**config.mk**
```make
export PLATFORM = sky130hd
export DESIGN_NAME = hazard_scheduler
export DESIGN_NICKNAME = d
export VERILOG_FILES = /design/src/rtl/hazard_scheduler.sv
export SDC_FILE = /design/constraint.sdc
export NUM_CORES = 1
export LEC_CHECK = 0
export BUFFER_PORTS_ARGS = -buffer_cell sky130_fd_sc_hd__buf_2
export CELL_PAD_IN_SITES_DETAIL_PLACEMENT = 1
export CELL_PAD_IN_SITES_GLOBAL_PLACEMENT = 2
export CORE_AREA = 2 2 80 82
export CTS_BUF_LIST = sky130_fd_sc_hd__clkbuf_2 sky130_fd_sc_hd__clkbuf_4 sky130_fd_sc_hd__clkbuf_8
export CTS_CLUSTER_DIAMETER = 60
export DETAILED_ROUTE_END_ITERATION = 8
export DIE_AREA = 0 0 82 84
export HOLD_SLACK_MARGIN = 0.06
export PLACE_DENSITY_LB_ADDON = 0.08
export SYNTH_ARGS = -nofsm -noshare
export SYNTH_HDL_FRONTEND = slang
export SYNTH_SLANG_ARGS = --single-unit
```
**constraint.sdc**
```tcl
create_clock -name clk -period 6.3 [get_ports clk]
set_clock_uncertainty 0.2 [all_clocks]
set_input_delay 0.315 -clock clk [delete_from_list [all_inputs] [get_ports clk]]
set_output_delay 0.315 -clock clk [all_outputs]
set_load 0.005 [all_outputs]
```
**src/rtl/hazard_scheduler.sv**
```systemverilog
`default_nettype none
// ============================================================================
// Module      : hazard_scheduler
// Description : Stall/forward controller for a 5-stage MIPS pipeline.
//               Tracks the destination register and remaining Tnew of the
//               instructions in E, M and W. Compares them with the D-stage
//               Tuse decode to produce the pipeline stall and all
//               forwarding-mux selects. Also times the mult/div busy window
//               and stalls HI/LO consumers until it ends.
// Ports       : clk          rising-edge clock
//               reset        asynchronous active-low reset
//               d_a1/d_a2    D-stage rs/rt indices
//               d_tuse_rs/rt cycles until D needs rs/rt (3 = unused)
//               d_wa/d_tnew  D-stage destination and cycles to result
//               d_md_use     D instruction touches the mult/div unit
//               e_md_start   E instruction starts mult/div this cycle
//               e_md_is_div  1 = div start, 0 = mult start
//               stall        hold F/D, bubble into E
//               fwd_*        forwarding-mux selects for D, E and M
//               md_busy      mult/div unit still computing
// Revision    : 1.0 - initial release
// ============================================================================
module hazard_scheduler #(
  parameter int MULT_CYCLES = 5,
  parameter int DIV_CYCLES  = 10
) (
  input  logic       clk,
  input  logic       reset,
  input  logic [4:0] d_a1,
  input  logic [4:0] d_a2,
  input  logic [1:0] d_tuse_rs,
  input  logic [1:0] d_tuse_rt,
  input  logic [4:0] d_wa,
  input  logic [1:0] d_tnew,
  input  logic       d_md_use,
  input  logic       e_md_start,
  input  logic       e_md_is_div,
  output logic       stall,
  output logic [1:0] fwd_rs_d,
  output logic [1:0] fwd_rt_d,
  output logic [1:0] fwd_rs_e,
  output logic [1:0] fwd_rt_e,
  output logic       fwd_rt_m,
  output logic       md_busy
);

  localparam int MD_MAX = (DIV_CYCLES > MULT_CYCLES) ? DIV_CYCLES : MULT_CYCLES;
  localparam int CNT_W  = $clog2(MD_MAX + 1);

  // In-flight scoreboard; tnew is relative to the stage holding the entry.
  logic [4:0]       e_wa, e_rs, e_rt;
  logic [1:0]       e_tnew;
  logic [4:0]       m_wa, m_rt;
  logic [1:0]       m_tnew;
  logic [4:0]       w_wa;
  logic [CNT_W-1:0] md_count;

  logic rs_stall, rt_stall, md_stall;

  // Register 0 is hard-wired, so it never matches a producer.
  function automatic logic hit(input logic [4:0] r, input logic [4:0] wa);
    return (r != 5'd0) && (wa == r);
  endfunction

  function automatic logic [1:0] sat_dec(input logic [1:0] t);
    return (t == 2'd0) ? 2'd0 : t - 2'd1;
  endfunction

  function automatic logic op_stall(input logic [4:0] r, input logic [1:0] tuse,
                                    input logic [4:0] ew, input logic [1:0] et,
                                    input logic [4:0] mw, input logic [1:0] mt);
    return (tuse != 2'd3) &&
           ((hit(r, ew) && (et > tuse)) || (hit(r, mw) && (mt > tuse)));
  endfunction

  // A producer that matches but is not ready is skipped, so an older ready
  // stage may still supply the value; the stall covers the stale case.
  function automatic logic [1:0] d_sel(input logic [4:0] r,
                                       input logic [4:0] ew, input logic [1:0] et,
                                       input logic [4:0] mw, input logic [1:0] mt,
                                       input logic [4:0] ww);
    if (hit(r, ew) && (et == 2'd0))      return 2'd3;
    else if (hit(r, mw) && (mt == 2'd0)) return 2'd2;
    else if (hit(r, ww))                 return 2'd1;
    else                                 return 2'd0;
  endfunction

  function automatic logic [1:0] e_sel(input logic [4:0] r,
                                       input logic [4:0] mw, input logic [1:0] mt,
                                       input logic [4:0] ww);
    if (hit(r, mw) && (mt == 2'd0)) return 2'd2;
    else if (hit(r, ww))            return 2'd1;
    else                            return 2'd0;
  endfunction

  assign md_busy  = (md_count != '0);
  assign rs_stall = op_stall(d_a1, d_tuse_rs, e_wa, e_tnew, m_wa, m_tnew);
  assign rt_stall = op_stall(d_a2, d_tuse_rt, e_wa, e_tnew, m_wa, m_tnew);
  // A start in E this cycle is not yet reflected in the counter.
  assign md_stall = d_md_use && (md_busy || e_md_start);
  assign stall    = rs_stall | rt_stall | md_stall;

  assign fwd_rs_d = d_sel(d_a1, e_wa, e_tnew, m_wa, m_tnew, w_wa);
  assign fwd_rt_d = d_sel(d_a2, e_wa, e_tnew, m_wa, m_tnew, w_wa);
  assign fwd_rs_e = e_sel(e_rs, m_wa, m_tnew, w_wa);
  assign fwd_rt_e = e_sel(e_rt, m_wa, m_tnew, w_wa);
  assign fwd_rt_m = hit(m_rt, w_wa);

  always_ff @(posedge clk or negedge reset) begin
    if (!reset) begin
      e_wa     <= 5'd0;
      e_tnew   <= 2'd0;
      e_rs     <= 5'd0;
      e_rt     <= 5'd0;
      m_wa     <= 5'd0;
      m_tnew   <= 2'd0;
      m_rt     <= 5'd0;
      w_wa     <= 5'd0;
      md_count <= '0;
    end else begin
      if (stall) begin
        e_wa   <= 5'd0;
        e_tnew <= 2'd0;
        e_rs   <= 5'd0;
        e_rt   <= 5'd0;
      end else begin
        e_wa   <= d_wa;
        e_tnew <= sat_dec(d_tnew);
        e_rs   <= d_a1;
        e_rt   <= d_a2;
      end
      // M and W keep draining during a stall.
      m_wa   <= e_wa;
      m_tnew <= sat_dec(e_tnew);
      m_rt   <= e_rt;
      w_wa   <= m_wa;
      if (e_md_start && (md_count == '0))
        md_count <= e_md_is_div ? CNT_W'(DIV_CYCLES) : CNT_W'(MULT_CYCLES);
      else if (md_count != '0)
        md_count <= md_count - 1'b1;
    end
  end

endmodule
`default_nettype wire

```
==> impl_metrics.ini, run 1 <==
[status]
status = finished clean

[sta]
worstMarginPinSlew_ns = 0.8840
finalSetupViolCount = 0
layout_setup_ws_ns = 3.286
min_period_ns = 3.014
period_share = 0.4783
maxSlewHeadroom = 0.4107
hold_viol = 0
fmax_mhz = 331.8
drv_slew = 0
rsz0062_at_grt = false
fin_setup_tns_ns = 0

[global_routing]
globalRouteTotalUtil = 0.1924
antenna_found_initial = 0
grt_max_degree = 39
grt_pass1_wl_um = 9825
grt_pass1_vias = 1883
grt-ovfl-total = 0

[critical_path]
path_delay_family = compound AO/OA/AOI/OAI gates
crit_type = reg2out
crit_fanout = 18
cp_data_arrival_time_ns = 2.50
cp_cell_sequence = inv_1 > ha_1 > or3b_1 > o21a_1 > a31oi_4 > nand3b_1 > buf_2
setup.worst_path.start_class = flip-flop
endpoint_kind = output pin
crit_slowest_cell = or3b_1
worst_ep_required_time_ns = 5.78
path_buf_inv = 2
cpPeakStageDelay_ns = 0.48

[layout]
final_common_cell = dfrtp_1
num-nets-final = 308
most-common-layout-cells = dfrtp_1 (38), buf_2 (36), xor2_1 (33)
antenna_cells = 0
fillers = 732
drive_gt1_frac = 0.2308
area_growth_pct = 15.07

[floorplanning]
io-pin-count = 37
initial_core_util = 0.3881
core_area_mm2 = 0.006096
rows = 29
die_area_mm2 = 0.006888
die_x_um = 82
die_height_um = 84

[synthesis]
synth_ff_type = dfrtp_1
synthTopCellsByArea = dfrtp_1 (40%), xor2_1 (12%), xnor2_1 (8.1%), ha_1 (5.3%), nand3_1 (3.8%)
synth_adder_area_share = 0.05288
synth_compound_area_frac = 0.09149
synth_mux_area_frac = 0
synth-async-reset-ratio = 1.000
syn_nets = 274
yosys_warnings = 0
synth_top_area_share = 0.4019
synth_top_family_by_area = XOR/XNOR gates
synthesis.area_mm2 = 0.002366
post-synth-top-area-cell = dfrtp_1
syn_avg_cell_area_um2 = 9.941
synth_cell_types = 44
synthXorXnorAreaFrac = 0.2036
ys_ff_latch = 38
synth_edf_count = 0
synth_seq_area_share = 0.4019
synthCells = 238
synth-simple-area-share = 0.1967

[pwr]
p_per_area_mw_per_mm2 = 254.2
ir_drop_uv = 103.8
leakage_nw = 1.290
p_total_mw = 0.6920

[clock_tree]
post_cts_resized = 0
ctsLongestPathBuffers = 2
path_clk_slew_ns = 0.08
clock-sinks = 38
insertion_delay_ns = 0.29
cts_made_buffers = 5
h-tree-depth = 2
cts_tree = done
root_buffer = clkbuf_8

[drt]
vias_per_cell = 5.166
wire_per_inst_um = 16.99
antenna_left = 0
vias = 1808
first_pass_iters = 5
drc = 0
drt-total-wl_um = 5945
drtIter0Drc = 38

[hold_path]
hold_path.class = in2reg

[placed_design]
numPortBuffers = 36
place_ws_ns = 3.628
place_hpwl_um = 4325
place_congestion = 0.7769

[flow_run]
cap_violations = 0
## logic make-up after synthesis
| family | count (synthesis) |
|---|---|
| fa+ha+maj | 10 |
| flops | 38 |
| simple gates | 83 |
| buf+inv | 27 |
| xor+xnor | 55 |
| compound gates | 25 |
## worst register-to-register path: stages, from the launching register on
cell     delay [ns]
dfrtp_1        0.43
inv_1          0.10
ha_1           0.19
or3b_1         0.48
o21a_1         0.26
a31oi_4        0.45
nand3_1        0.19
nor2_2         0.11
## flip-flops by register name, summed over array words and instances (netlist names)
register  cells
e_rs          5
e_rt          5
e_wa          5
m_rt          5
m_wa          5
w_wa          5
md_count      4
e_tnew        2
m_tnew        2
## Yosys cell counts, types with 5 or more instances
cell type,n
a21oi_1,5
nand2_1,5
nand4_1,5
nor2_1,15
inv_1,11
ha_1,10
nor4_1,5
xnor2_1,22
buf_2,5
nor2_2,10
nand3_1,18
clkbuf_1,6
nor3_1,7
xor2_1,33
dfrtp_1,38
## metal layers
metal | share of wire | vias to the layer above | track usage | wire length (um)
met4 | 0.014 | 0 | 0.05909 | 84
met2 | 0.48 | 36 | 0.3030 | 2850
li1 | - | 881 | - | -
met3 | 0.040 | 7 | 0.04004 | 238
met1 | 0.47 | 884 | 0.2623 | 2771
met5 | 0 | - | 0 | 0
## layout make-up
type / instances / area, um2 / area share
sequential: 38 / 950.9 / 0.3493
timing repair buffer: 43 / 250.2 / 0.09191
clock inverter: 1 / 5.005 / 0.001838
tap: 77 / 96.34 / 0.03539
inverter: 11 / 41.29 / 0.01517
multi-input combinational: 173 / 1289 / 0.4733
clock buffer: 7 / 90.09 / 0.03309
## where the power goes
part | internal, mW | leakage (nW) | switching, mW | total (mW)
registers | 0.278 | 0.487 | 0.0465 | 0.324
logic | 0.0901 | 0.751 | 0.0953 | 0.185
clock network | 0.0927 | 0.0517 | 0.0898 | 0.182
total | 0.461 | 1.29 | 0.231 | 0.692
## path summary, 6_finish.rpt
kind                                         start                      end  slack, ns  depth (start not counted)
hold reg to reg                  e_wa[1]$_DFF_PN0_        m_wa[1]$_DFF_PN0_       0.25                          0
setup reg to reg           md_count[0]$_DFFE_PN0P_        e_rs[1]$_DFF_PN0_       3.82                          7
hold / removal                           d_tnew[1]      e_tnew[1]$_DFF_PN0_       0.08                          3
min in group asynchronous                    reset  md_count[0]$_DFFE_PN0P_       0.48                          2
max in group asynchronous                    reset      m_tnew[1]$_DFF_PN0_       4.87                          2
setup / recovery           md_count[0]$_DFFE_PN0P_                    stall       3.29                          7
## timing repair
action                                  CTS  global route
setup buffers                             0             0
endpoints found under the setup margin    0             0
endpoints found under the hold margin    44             0
hold buffers                              7             0
## per-stage QoR
stage | util | std cells | area (um2) | hold WS (ns)
floorplan | - | 238 | 2366 | -0.1806
global placement | 0.4195 | 335 | 2557 | 0.2323
detailed placement | 0.4195 | 335 | 2557 | 0.2420
CTS | 0.4466 | 350 | 2723 | 0.06319
global route | 0.4466 | 350 | 2723 | 0.07577
finish | 0.4466 | 350 | 2723 | 0.07660
No activity file was read; power rests on OpenSTA's default activity.
==> run 2: changes to the inputs <==
Settings changed: ABC_AREA from default to 1, CORE_AREA 2 2 80 82 to 2 2 92 94, DIE_AREA 0 0 82 84 to 0 0 94 96.
Clock period 6.3 ns to 2.6 ns, I/O delays scaled along.
==> run 2 against run 1 <==
  * Worst hold slack better by 0.087 ns
  * Non-clock buffer count up 15
  * Critical path type is now in2out
  * Sequential power up 140%
  * Global-route usage down 3.0 points
  * Sequential cell count unchanged
  * Sequential share of layout area down 3.0 points
==> impl_metrics.ini, run 2 <==
[global_routing]
grt-ovfl-total = 0
grt_max_degree = 39
grt_pass1_wl_um = 11040
grt_pass1_vias = 2111
antenna_found_initial = 0
globalRouteTotalUtil = 0.1622

[sta]
finalSetupViolCount = 0
min_period_ns = 2.436
hold_viol = 0
fmax_mhz = 410.5
worstMarginPinSlew_ns = 0.9027
fin_setup_tns_ns = 0
layout_setup_ws_ns = 0.1641
period_share = 0.9369
rsz0062_at_grt = false
whs_ns = 0.1639
drv_slew = 0
maxSlewHeadroom = 0.3982

[layout]
antenna_cells = 0
num-nets-final = 384
final_common_cell = nand2_1
most-common-layout-cells = nand2_1 (57), inv_1 (43), dfrtp_1 (38)
area_growth_pct = 23.86
drive_gt1_frac = 0.2006
stdcell_count = 454

[synthesis]
synthesis.area_mm2 = 0.002407
synth-async-reset-ratio = 1.000
synth_mux_area_frac = 0
synthXorXnorAreaFrac = 0.1419
synth-simple-area-share = 0.2573
synth_adder_area_share = 0.05198
ys_ff_latch = 38
synthTopCellsByCount = nand2_1 (57), inv_1 (43), dfrtp_1 (38)
yosys_warnings = 0
synth_edf_count = 0
syn_avg_cell_area_um2 = 8.301
synth_top_family_by_area = simple AND/OR/NAND/NOR gates
synth_seq_area_share = 0.3950
synthTopCellsByArea = dfrtp_1 (40%), xnor2_1 (11%), nand2_1 (8.9%), inv_1 (6.7%), ha_1 (5.2%)
synth_top_area_share = 0.3950
syn_nets = 326
synth_cell_types = 29
yosysMostFrequentCell = nand2_1
post-synth-top-area-cell = dfrtp_1
synth_compound_area_frac = 0.05977
synthCells = 290
synth_ff_type = dfrtp_1

[drt]
vias = 1996
first_pass_iters = 4
drtIter0Drc = 52
drc = 0
vias_per_cell = 4.396
wire_per_inst_um = 14.60
antenna_left = 0
drt-total-wl_um = 6627

[critical_path]
setup.worst_path.start_class = input port
crit_type = in2out
worst_ep_required_time_ns = 2.27
crit_fanout = 18
endpoint_kind = output pin
cp_data_arrival_time_ns = 2.11

[floorplanning]
die_x_um = 94
die_area_mm2 = 0.009024
io-pin-count = 37
die_height_um = 96
initial_core_util = 0.2990
rows = 33
core_area_mm2 = 0.008051

[clock_tree]
root_buffer = clkbuf_8
clock-sinks = 38
cts_made_buffers = 5
cts_tree = done
insertion_delay_ns = 0.29
post_cts.repair.setup_buffers = 0
post_cts_resized = 0
h-tree-depth = 2
path_clk_slew_ns = 0.07
ctsLongestPathBuffers = 2

[placed_design]
place_hpwl_um = 5087
place_ws_ns = 0.4999
numPortBuffers = 36
dp_cells = 425
place_congestion = 0.7826

[pwr]
leakage_nw = 1.471
ir_drop_uv = 303.9
p_total_mw = 1.751
p_per_area_mw_per_mm2 = 587.2

[status]
status = finished clean

[hold_path]
hold_path.class = in2reg

[flow_run]
cap_violations = 0
## run 2: cell count changes after synthesis, sizes merged, moves of 3 or more
| cell | delta |
|---|---|
| a21oi | +4 |
| buf | -5 |
| clkbuf | -4 |
| inv | +36 |
| nand2 | +54 |
| nand3 | -6 |
| nor2 | +11 |
| o2111ai | +3 |
| o211ai | +3 |
| or4 | -5 |
| xnor2 | +8 |
| xor2 | -24 |
## run 2: power breakdown
group / internal, mW / total, mW / switching, mW
registers: 0.676 / 0.788 / 0.112
clock network: 0.225 / 0.433 / 0.208
logic: 0.245 / 0.530 / 0.285
total: 1.15 / 1.75 / 0.605
## run 2: logic make-up after synthesis
family	count (synthesis)
AOI/OAI and AO/OA	22
xor gates and xnor gates	39
and+or+nand+nor	127
DFF	38
buffers and inverters	54
adders and majority gates	10
## run 2: stage by stage
| step | cell area [um2] | util |
|---|---|---|
| floorplan | 2407 | - |
| global placement | 2676 | 0.3324 |
| detailed placement | 2676 | 0.3324 |
| CTS | 2982 | 0.3703 |
| global route | 2982 | 0.3703 |
| finish | 2982 | 0.3703 |
## run 2: final cells by class
| type | instances | area [um2] |
|---|---|---|
| clock buffer | 7 | 90.09 |
| fill | 994 | 5070 |
| timing repair buffer | 58 | 397.9 |
| clock inverter | 1 | 5.005 |
| inverter | 47 | 176.4 |
| tap | 105 | 131.4 |
| sequential | 38 | 950.9 |
| multi-input combinational | 198 | 1230 |
## run 2: worst paths after layout
| check | from | end | slack [ns] | cells after the start |
|---|---|---|---|---|
| setup / recovery | d_a1[4] | stall | 0.16 | 11 |
| hold / removal | d_md_use | e_wa[1]$_DFF_PN0_ | 0.16 | 4 |
| setup reg to reg | md_count[0]$_DFFE_PN0P_ | e_wa[2]$_DFF_PN0_ | 0.50 | 9 |
| hold reg to reg | m_wa[1]$_DFF_PN0_ | w_wa[1]$_DFF_PN0_ | 0.26 | 0 |
| max in group asynchronous | reset | e_rs[0]$_DFF_PN0_ | 1.32 | 2 |
| min in group asynchronous | reset | m_tnew[0]$_DFF_PN0_ | 0.30 | 2 |
## run 2: timing repair
action	4_1_cts	5_1_grt
endpoints found under the hold margin	59	0
endpoints found under the setup margin	0	0
hold buffers	21	0
## run 2: per-layer routing
| layer | up-vias | part of all wire | global-route usage |
|---|---|---|---|
| li1 | 1018 | - | - |
| met1 | 948 | 0.51 | 0.2198 |
| met2 | 25 | 0.46 | 0.2732 |
| met3 | 5 | 0.023 | 0.02662 |
| met4 | 0 | 0.0080 | 0.03623 |
| met5 | - | 0 | 0 |
## run 2: critical path, stage by stage
cell	delay, ns
dlygate4sd3_1	0.53
buf_2	0.15
inv_1	0.14
nand2_1	0.10
o21ai_1	0.20
inv_1	0.10
nand3_2	0.08
nand2_2	0.05
nand2_2	0.07
nand3_4	0.28
buf_2	0.25
==> run 3: changes to the inputs <==
Settings changed: CORE_AREA 2 2 92 94 to 2 2 68 103, DIE_AREA 0 0 94 96 to 0 0 70 105, SLEW_MARGIN from default to 20.
Clock period 2.6 ns to 3 ns, I/O delays scaled along.
==> run 3 against run 2 <==
  * Sequential power down 14%
  * Wire length is 2.1% lower
  * Cell count shrank 6.6%
  * Non-clock buffer count fell by 1
  * Combinational power is 13% lower
  * Critical path depth shrank 3
  * Setup slack improved by 0.37 ns
  * First-iteration DRC count rose by 29%
  * Utilization up 8.9 points
  * Critical endpoint unchanged
  * Largest power group unchanged
==> impl_metrics.ini, run 3 (same netlist as run 2, synthesis figures left out) <==
[critical_path]
path_delay_family = buffers and inverters
crit_cells = 8
worst_ep_required_time_ns = 2.65
timing.rr.start = md_count[0]$_DFFE_PN0P_
reg2reg_slack_ns = 0.93
cp_cell_sequence = inv_1 > ha_1 > inv_1 > nor3_2 > inv_1 > o21ai_4 > nand3_4 > buf_2
cpMostUsedCell = inv_1
worstReg2RegEnd = e_tnew[0]$_DFF_PN0_
cp_data_arrival_time_ns = 2.12
r2r.worst_path.cells = 8
crit_type = reg2out
worstSetupStartpoint = md_count[0]$_DFFE_PN0P_
crit_fanout = 18
path_buf_inv = 4
cpPeakStageDelay_ns = 0.42
endpoint_kind = output pin
crit_slowest_cell = dfrtp_1
setup.worst_path.start_class = flip-flop

[sta]
worstMarginPinSlew_ns = 0.8921
drv_slew = 0
min_period_ns = 2.468
rsz0062_at_grt = false
maxSlewHeadroom = 0.4053
hold_viol = 0
layout_setup_ws_ns = 0.5318
fmax_mhz = 405.2
finalSetupViolCount = 0
fin_setup_tns_ns = 0
period_share = 0.8227
whs_ns = 0.1747

[global_routing]
grt_max_degree = 39
antenna_found_initial = 0
grt_pass1_vias = 2251
grt_pass1_wl_um = 10930
grt-ovfl-total = 0
globalRouteTotalUtil = 0.1944

[drt]
drt-total-wl_um = 6491
first_pass_iters = 4
wire_per_inst_um = 15.31
vias = 2099
antenna_left = 0
vias_per_cell = 4.950
drtIter0Drc = 67
drc = 0

[pwr]
ir_drop_uv = 317.9
p_total_mw = 1.522
power.switching_mw = 0.5400
p_sw_frac = 0.3549
pwr-share-comb = 0.302
clockPowerShare = 0.252
leakage_nw = 1.461
seqPwrFrac = 0.446
p_int_mw = 0.9816
p_per_area_mw_per_mm2 = 517.9

[placed_design]
place_congestion = 0.7976
numPortBuffers = 36
place_ws_ns = 0.8345
place_area_mm2 = 0.002633
place_hpwl_um = 5038
dp_cells = 395

[floorplanning]
rows = 36
die_area_mm2 = 0.007350
die_x_um = 70
core_area_mm2 = 0.006396
initial_core_util = 0.3764
die_height_um = 105
io-pin-count = 37

[layout]
most-common-layout-cells = nand2_1 (57), inv_1 (43), dfrtp_1 (38)
multiInputGateArea_mm2 = 0.001230
fillers = 817
utilization = 0.4593
stdcell_count = 424
drive_gt1_frac = 0.1983
ff_latch_area_um2 = 950.9
fin_area_mm2 = 0.002938
num-nets-final = 383
area_growth_pct = 22.04
antenna_cells = 0
final_common_cell = nand2_1

[clock_tree]
cts_made_buffers = 5
path_clk_slew_ns = 0.08
ctsLongestPathBuffers = 2
insertion_delay_ns = 0.30
root_buffer = clkbuf_8
cts_tree = done
h-tree-depth = 2
post_cts.repair.setup_buffers = 0
clock-sinks = 38

[status]
status = finished clean

[flow_run]
cap_violations = 0

[hold_path]
holdPathStages = 4
min_from = d_md_use
hold_path.class = in2reg
whs_endpoint = e_wa[1]$_DFF_PN0_
[run 3: cell types whose count changed in the layout (fill, tap and decap cells not counted), sizes merged]
cell,previous run,this run
buf,37,36
clkbuf,7,6
clkinvlp,0,1
[run 3: what timing repair did]
item                      4_1_cts  5_1_grt
hold endpoints to repair       59        0
resized for setup               0        0
hold buffers                   21        0
[run 3: how the worst max path moves through the flow]
stage,slack (ns),end
after floorplan,1.25,stall
after global placement,0.87,stall
after detailed placement,0.83,stall
after CTS,0.49,stall
after global routing,0.36,stall
final,0.53,stall
[run 3: area by class of cell]
class / instances / area share
well taps: 76 / 0.03237
clock buffers: 6 / 0.02811
clock inverters: 2 / 0.004259
flip-flops and latches: 38 / 0.3237
repair buffers: 57 / 0.1329
inverters: 47 / 0.06005
multi-input cells: 198 / 0.4187
[run 3: power by group through the flow]
| stage | Clock [mW] | Combinational [mW] | Sequential, mW |
|---|---|---|---|
| after floorplan | 0 | 0.342 | 0.649 |
| after global placement | 0 | 0.436 | 0.691 |
| after detailed placement | 0 | 0.445 | 0.692 |
| after CTS | 0.395 | 0.469 | 0.682 |
| after global routing | 0.417 | 0.526 | 0.693 |
| final | 0.383 | 0.460 | 0.679 |
[run 3: worst reg2reg max path, cell delays in order, from the launching register on]
cell,delay [ns]
dfrtp_1,0.42
inv_1,0.09
ha_1,0.15
inv_1,0.06
nor3_2,0.22
inv_1,0.16
o21ai_4,0.16
nand3_4,0.31
nor2_1,0.21
[run 3: layer usage]
layer,routed length (um),vias up,track usage
met4,196,0,0.08242
li1,-,1023,-
met2,3793,39,0.3823
met5,0,-,0
met3,184,13,0.02122
met1,2316,1024,0.2012
